File: src/rtl/smvm_row_collector.sv
// smvm_row_collector: tags SMVM row results, buffers them in a FIFO and drains them over ready/valid
module smvm_row_collector #(
  parameter int DATA_W = 12,
  parameter int ROW_W  = 8,
  parameter int DEPTH  = 8,
  parameter int PTR_W  = 3
) (
  input  logic              clk,
  input  logic              rst,
  input  logic              start,
  input  logic [ROW_W-1:0]  row_count_in,
  input  logic              in_valid,
  input  logic [DATA_W-1:0] data_in,
  output logic              out_valid,
  input  logic              out_ready,
  output logic [DATA_W-1:0] out_data,
  output logic [ROW_W-1:0]  out_row,
  output logic              out_last,
  output logic              done,
  output logic              overflow,
  output logic              unexpected,
  output logic [PTR_W:0]    level
);
  typedef enum logic [1:0] {IDLE, COLLECT, DRAIN, DONE} state_t;
  state_t state_q;
  logic [ROW_W+DATA_W-1:0] mem_q [DEPTH];
  logic [ROW_W+DATA_W-1:0] head;
  logic [PTR_W-1:0] wptr_q, rptr_q;
  logic [PTR_W:0] level_q, level_d;
  logic [ROW_W-1:0] tag_q, acc_q, rc_q;
  logic done_q, ovf_q, unx_q;
  logic col_in, full, pop, push, go;
  assign col_in = in_valid && state_q == COLLECT;
  assign full = level_q == (PTR_W+1)'(DEPTH);
  assign pop = out_valid && out_ready;
  // pop-then-push: a full FIFO still accepts a write when the head leaves this cycle
  assign push = col_in && !(full && !pop);
  assign go = state_q == IDLE && start && row_count_in != '0;
  assign level_d = level_q + (PTR_W+1)'(push) - (PTR_W+1)'(pop);
  assign head = mem_q[rptr_q];
  assign out_valid = level_q != '0;
  assign out_data = head[DATA_W-1:0];
  assign out_row = head[ROW_W+DATA_W-1:DATA_W];
  assign out_last = out_valid && out_row == rc_q - ROW_W'(1);
  assign done = done_q;
  assign overflow = ovf_q;
  assign unexpected = unx_q;
  assign level = level_q;
  always_ff @(posedge clk)
    if (push) mem_q[wptr_q] <= {tag_q, data_in};
  always_ff @(posedge clk) begin
    if (rst) begin
      state_q <= IDLE;
      wptr_q  <= '0;
      rptr_q  <= '0;
      level_q <= '0;
      tag_q   <= '0;
      acc_q   <= '0;
      rc_q    <= '0;
      done_q  <= 1'b0;
      ovf_q   <= 1'b0;
      unx_q   <= 1'b0;
    end else begin
      level_q <= level_d;
      if (push) wptr_q <= wptr_q + PTR_W'(1);
      if (pop) rptr_q <= rptr_q + PTR_W'(1);
      done_q <= (state_q == IDLE && start && row_count_in == '0) || (state_q == DRAIN && level_q == '0);
      ovf_q <= !go && (ovf_q || (col_in && full && !pop));
      unx_q <= !go && (unx_q || (in_valid && state_q != COLLECT));
      case (state_q)
        IDLE: if (go) begin
          rc_q    <= row_count_in;
          tag_q   <= '0;
          acc_q   <= '0;
          state_q <= COLLECT;
        end
        COLLECT: if (in_valid) begin
          tag_q <= tag_q + ROW_W'(1);
          acc_q <= acc_q + ROW_W'(1);
          if (acc_q + ROW_W'(1) == rc_q) state_q <= DRAIN;
        end
        DRAIN: if (level_q == '0) state_q <= DONE;
        default: state_q <= IDLE;
      endcase
    end
  end
endmodule
File: config.mk
export PLATFORM = sky130hd
export DESIGN_NAME = smvm_row_collector
export DESIGN_NICKNAME = d
export VERILOG_FILES = /design/src/rtl/smvm_row_collector.sv
export SDC_FILE = /design/constraint.sdc
export NUM_CORES = 1
export LEC_CHECK = 0
export CAP_MARGIN = 20
export CORE_ASPECT_RATIO = 1.75
export CORE_MARGIN = 1.5
export CORE_UTILIZATION = 41
export CTS_CLUSTER_DIAMETER = 150
export DETAILED_ROUTE_END_ITERATION = 12
export PLACE_DENSITY = 0.58
export SLEW_MARGIN = 20
export SYNTH_ARGS = -nofsm -noshare
export SYNTH_HDL_FRONTEND = slang
export SYNTH_SLANG_ARGS = --single-unit
File: constraint.sdc
create_clock -name clk -period 5 [get_ports clk]
set_input_delay 0.5 -clock clk [delete_from_list [all_inputs] [get_ports clk]]
set_output_delay 0.5 -clock clk [all_outputs]
set_load 0.05 [all_outputs]
==> out/metrics.cfg <==
[synth]
synth_top_family_by_area=multiplexers
synth_compound_gate_area_share_pct=3.38
yosys.area_share.simple_pct=7.31
synth_cells=529
synth.top_cells.by_count=160 x edfxtp_1, 47 x nor2_1, 42 x dfxtp_1
synth_top_cell_area_share_pct=56.9
synth_edf_count=160
synth-seq-cells=202
async_flop_share_pct=0
synthTopCellsByArea=edfxtp_1 57%, mux4_2 11%, dfxtp_1 10%
yosysSeqAreaShare_pct=66.9
ys_dominant_reg_cell=edfxtp_1
muxShareOfSynthArea_pct=14.4
synth_cell_types=50
netlist_area_sq_um=8440
synth_fa_ha_area_share_pct=2.46
syn-mean-instance-area_sq_um=16.0
yosysTopAreaCell=edfxtp_1
synthMostInstantiatedCell=edfxtp_1
ys_warn_count=0
synth_xor_area_share_pct=3.53
syn_nets=570

[sta]
fin_crit_ns=4.11
rsz0062_at_grt=no
relSlewSlack_pct=31.4
final-hold-violation-count=0
tightest_slew_ns=1.03
final.setup.tns_ns=0
holdWs_ns=0.493
drv_slew=0
setup_violations=0
max_freq_mhz=243
period_share_pct=82.2
fin_skew_ns=0.0133

[drt]
drt_wl_total_microns=17300
via_count=4612
viasPerCell=5.40
ant_nets=0
wl_per_cell_microns=20.3
drc_errors=0
drt_iter0_markers=213
drtPass1Iterations=4

[finish]
drive_above_1_share_pct=20.1
fillers=1694
diodes=0
fin_nets=633
stdcell_area_sq_um=9980
instances_no_fill=854
syn2layout_area_growth_pct=18.3

[placement]
io_buffers=53
dp.cells=818
dp_hpwl_microns=10900
place.gp.congestion=0.744
placed_area_sq_um=9310

[floorplan]
die_area_sq_um=21500
core-area_sq_um=20300
die_h_microns=193
io_pins=54
std_cell_rows=69
initial_core_util_pct=41.6
die_w_microns=111

[clock_tree]
clockRootBuffer=clkbuf_16
cts_resized=0
cts.sinks=202
path_clk_slew_ns=0.06
post-cts-setup-buffers=0
cts_tree=yes
clk_latency_ns=0.49
cts_hold_buf=0
clk_path_buf_depth=3
htreeDepth=1
cts_buffers=20

[worst_setup_path]
worstPathRequired_ns=4.50
slowest_stage=clkdlybuf4s50_1
reg2reg_slack_ns=2.19
crit_path_start_kind=flip-flop
crit_type=reg2out
cp-end-kind=primary output
crit_chain=mux4_2, mux2_2, xnor2_1, nand4_1, nor4b_2, clkdlybuf4s50_1
slowest_delay_ns=0.88
crit_fanout=21
worstPathArrival_ns=3.61
rr_startpoint=state_q[1]$_SDFFE_PP0P_

[job]
cap_viol_max_count=0

[global_route]
grt_pass1_vias=4945
grt_pass1_wl_microns=27000
grt_antenna_before_repair=0
grt_use_total_pct=16.6
grt_max_degree=42
overflow=0

[run_status]
status=completed

[min_path]
min_from=overflow$_SDFF_PP0_
hold_class=reg2reg

[pwr]
leakage_uw=0.00321
power_uw=5150
peakVddDrop_v=0.000354
power_density_nw_per_um2=516

-- area by class of cell --
cell class / count / area [sq um] / share of cell area, %
timing repair buffer: 63 / 606 / 6.07
multi-input combinational: 286 / 2680 / 26.8
tap: 248 / 310 / 3.11
sequential: 202 / 5650 / 56.6
inverter: 19 / 71.3 / 0.714
clock inverter: 9 / 85.1 / 0.852
clock buffer: 27 / 588 / 5.89
-- routing by layer --
metal  share of wire (%)  track usage [%]  up-vias
met5                   0                0        -
met1                  39             18.1     2323
met3                 5.5             3.55       34
met2                  53             31.4      110
met4                 2.9             6.13        0
li1                    -                -     2145
-- cells in the final DEF (no fill, tap or decap), types with 3 or more instances in the layout --
master | synthesis | final
o21ai_1 | 7 | 7
o21bai_1 | 3 | 3
clkbuf_16 | 0 | 21
nand3_1 | 9 | 9
mux2_2 | 20 | 20
nor4_1 | 6 | 5
nor2_4 | 0 | 3
mux2i_1 | 9 | 9
clkdlybuf4s50_1 | 0 | 53
dfxtp_1 | 42 | 40
nor3_1 | 16 | 12
xnor2_1 | 23 | 23
xor2_1 | 11 | 11
clkinvlp_4 | 0 | 3
ha_1 | 15 | 15
a21oi_1 | 16 | 15
mux4_2 | 40 | 40
or4_1 | 3 | 3
buf_4 | 0 | 10
edfxtp_1 | 160 | 160
nor2_1 | 47 | 44
nor3_2 | 0 | 4
nand2_1 | 17 | 17
nand4_1 | 5 | 5
inv_1 | 17 | 17
nor2b_1 | 5 | 5
clkbuf_8 | 0 | 4
or3_1 | 5 | 5
nand2b_1 | 3 | 3
-- power breakdown --
group          internal (uW)  switching (uW)  total [uW]  leakage (uW)
logic                    690             919        1610       0.00110
clock network            884             620        1500      0.000322
registers               1900             139        2040       0.00179
total                   3480            1680        5150       0.00321
-- through the flow --
stage	util [%]	worst slack [ns]
floorplan	-	0.961
global placement	45.9	1.32
detailed placement	45.9	1.33
CTS	49.2	0.812
global route	49.2	0.591
finish	49.2	0.892
-- cells by family after synthesis --
logic type                 count (synthesis)
buffers and inverters                     41
AOI/OAI and AO/OA                         43
muxes                                     69
DFF                                      202
adders and majority gates                 16
and+or+nand+nor                          124
xor gates and xnor gates                  34
-- final timing paths --
kind	endpoint	cells past startpoint
worst max-delay path	out_last	6
worst min-delay path	overflow$_SDFF_PP0_	2
worst max register to register	level[2]$_SDFF_PP0_	12
worst min register to register	overflow$_SDFF_PP0_	2
-- registers in the layout, summed over array words and instances, names as in the netlist, named ones only --
register / count
state_q: 2
acc_q: 8
unexpected: 1
mem_q: 160
done: 1
tag_q: 8
overflow: 1
rptr_q: 3
level: 4
wptr_q: 3
rc_q: 8
-- critical path: cells and delay by family (launching register included) --
family / cells / cell delay [ns]
mux: 2 / 0.90
buf+inv: 1 / 0.88
flops: 1 / 0.81
xor+xnor: 1 / 0.17
simple gates: 2 / 0.36
No activity file was read; power rests on OpenSTA's default activity.
==> patch (config.mk and constraints unchanged) <==
Re-encode `state_t` (4 states) as one-hot, 4 bits wide.
--- a/src/rtl/smvm_row_collector.sv
+++ b/src/rtl/smvm_row_collector.sv
@@ -21,7 +21,7 @@
   output logic              unexpected,
   output logic [PTR_W:0]    level
 );
-  typedef enum logic [1:0] {IDLE, COLLECT, DRAIN, DONE} state_t;
+  typedef enum logic [3:0] {IDLE = 4'b0001, COLLECT = 4'b0010, DRAIN = 4'b0100, DONE = 4'b1000} state_t;
   state_t state_q;
   logic [ROW_W+DATA_W-1:0] mem_q [DEPTH];
   logic [ROW_W+DATA_W-1:0] head;
Formal check against the unedited RTL: no difference found for any inputs over 4 cycles, from zero or initial values and one cycle with rst high; so few cycles prove little.
==> patch against the original RTL <==
Critical path depth is 1 higher; final area fell by 0.64%; critical path type unchanged; critical endpoint unchanged; largest cell class unchanged; synthesized area down 0.59%; sequential cell count grew 2; power is 11% lower; worst setup slack got worse by 0.17 ns; count of clock-buffer cells in the layout is 3 lower; routed wire length is 1.8% lower.
==> patch: results (changes against the original RTL) <==
Synthesis Warnings=0 (unchanged); P_seq=0.00194 W (-5%); CTS resizes=0 (unchanged); P_sw=0.00134 W (-20%); Clock Skew=0.00756 ns (-0.00575 ns); register area share after synthesis=67.7% (+0.88 points); outcome=complete, no violations; Top FF cell, synth=edfxtp_1; WP data arrival=3.78 ns (+0.17 ns); GPL Wtd Cong=0.809 (+8.7%); Placed Area=9260 um^2 (-0.52%); fin nets=624 (-1.4%); worst slack, placed=1.18 ns (-0.157 ns); DRT iter0 DRCs=199 (-6.6%); slowest stage delay, CP=0.82 ns (-0.06 ns); vias in the first global route=4759 (-3.8%); post-CTS setup buffers=0 (unchanged); XOR/XNOR Fraction of Synth Area=3.86% (+0.33 points); Comb pwr share=25.2% (-6.0 points); VDD IR max=0.476 mV (+35%); R2R depth=13 (+1); WHS=0.474 ns (-0.0186 ns); Combinational Power=0.00115 W (-29%); Clock Root Buffer=clkbuf_16; first-pass GRT wire length=26300 um (-2.3%); largest net degree at the start of global routing=37 (-12%); R2R Setup Slk=2.27 ns (+0.08 ns); DR WL/cell=20.1 um (-1.2%); ys async rst share=0% (unchanged); largest cells by area after synthesis=edfxtp_1, dfxtp_1, mux4_2; ratio of cells with drive above 1 in the final layout=19.6% (-0.50 points); clk slew on worst S/H paths=0.07 ns; slowest stage cell, crit path=clkdlybuf4s50_1; Biggest register=mem_q; Commonest cells post-synth=edfxtp_1, nor2_1, dfxtp_1; EDFF count, synth=160 (unchanged); CP top delay family=buffers and inverters; crit-path max FO=17 (-19%); Leak=3.17 nW (-1.4%); Post-Synth Adder-Cell Area=1.88% (-0.58 points); number of distinct library cells after synthesis=53 (+6.0%); CTS Buffer Depth=3 (unchanged); Slew @ Worst Pin=0.872 ns (-0.155 ns); post-synthesis mux area share=14.0% (-0.44 points); Worst R2R Start=level[2]; clk_lat worst skew=approximately 0.48 ns; max reg flops=160 (unchanged); GRT Resource Usage Total=16.1% (-0.48 points); Mapped Nets=558 (-2.1%); post-DP HPWL=10700 um (-1.7%); Via Count=4533 (-1.7%); Synth Area in Compound Gates=2.98% (-0.40 points)
## patch: changes by cell type after synthesis, moves of 5 or more
| cell | before | now |
|---|---|---|
| inv_1 | 17 | 12 |
| mux4_2 | 40 | 34 |
| xnor2_1 | 23 | 18 |
| buf_1 | 5 | 0 |
| xor2_1 | 11 | 19 |
| mux4_1 | 0 | 6 |
| o21ai_1 | 7 | 2 |
| nor3_1 | 16 | 7 |
| nand2_1 | 17 | 37 |
| mux2i_1 | 9 | 2 |
## patch: per-stage QoR
stage | std cells | utilization, %
after floorplan | 521 | -
after global placement | 813 | 45.8
after detailed placement | 813 | 45.8
after CTS | 849 | 49.1
after global routing | 849 | 49.1
final | 849 | 49.1
## patch: cells by family after synthesis
logic type / count (synthesis)
fa+ha+maj: 12
buf+inv: 35
flops: 204
xor+xnor: 37
compound gates: 37
simple gates: 134
mux: 62
## patch: worst max path at each step
stage / slack (ns) / endpoint / startpoint
after floorplan: 0.94 / mem_q[0][0] / level[2]
after global placement: 1.20 / out_last / flop
after detailed placement: 1.18 / out_last / flop
after CTS: 0.64 / out_last / flop
after global routing: 0.49 / out_last / flop
final: 0.72 / out_last / flop
## patch: layer usage
layer  GRT usage, %  up-vias  wire length [um]
met5              0        -                 0
met4           4.24        0               276
met3           2.64       18               677
met2           30.9      104              9320
met1           18.5     2296              6760
li1               -     2115                 -
## patch: worst min-delay path, delay by kind of cell, from the launching register on
family / cells / cell delay (ns)
flops: 1 / 0.32
simple gates: 2 / 0.12
## patch: area by class of cell
type	count	area [um^2]
multi-input combinational	282	2580
clock buffer	24	568
clock inverter	12	93.8
timing repair buffer	67	636
fill	1730	10300
tap	248	310
sequential	204	5690
inverter	12	45.0
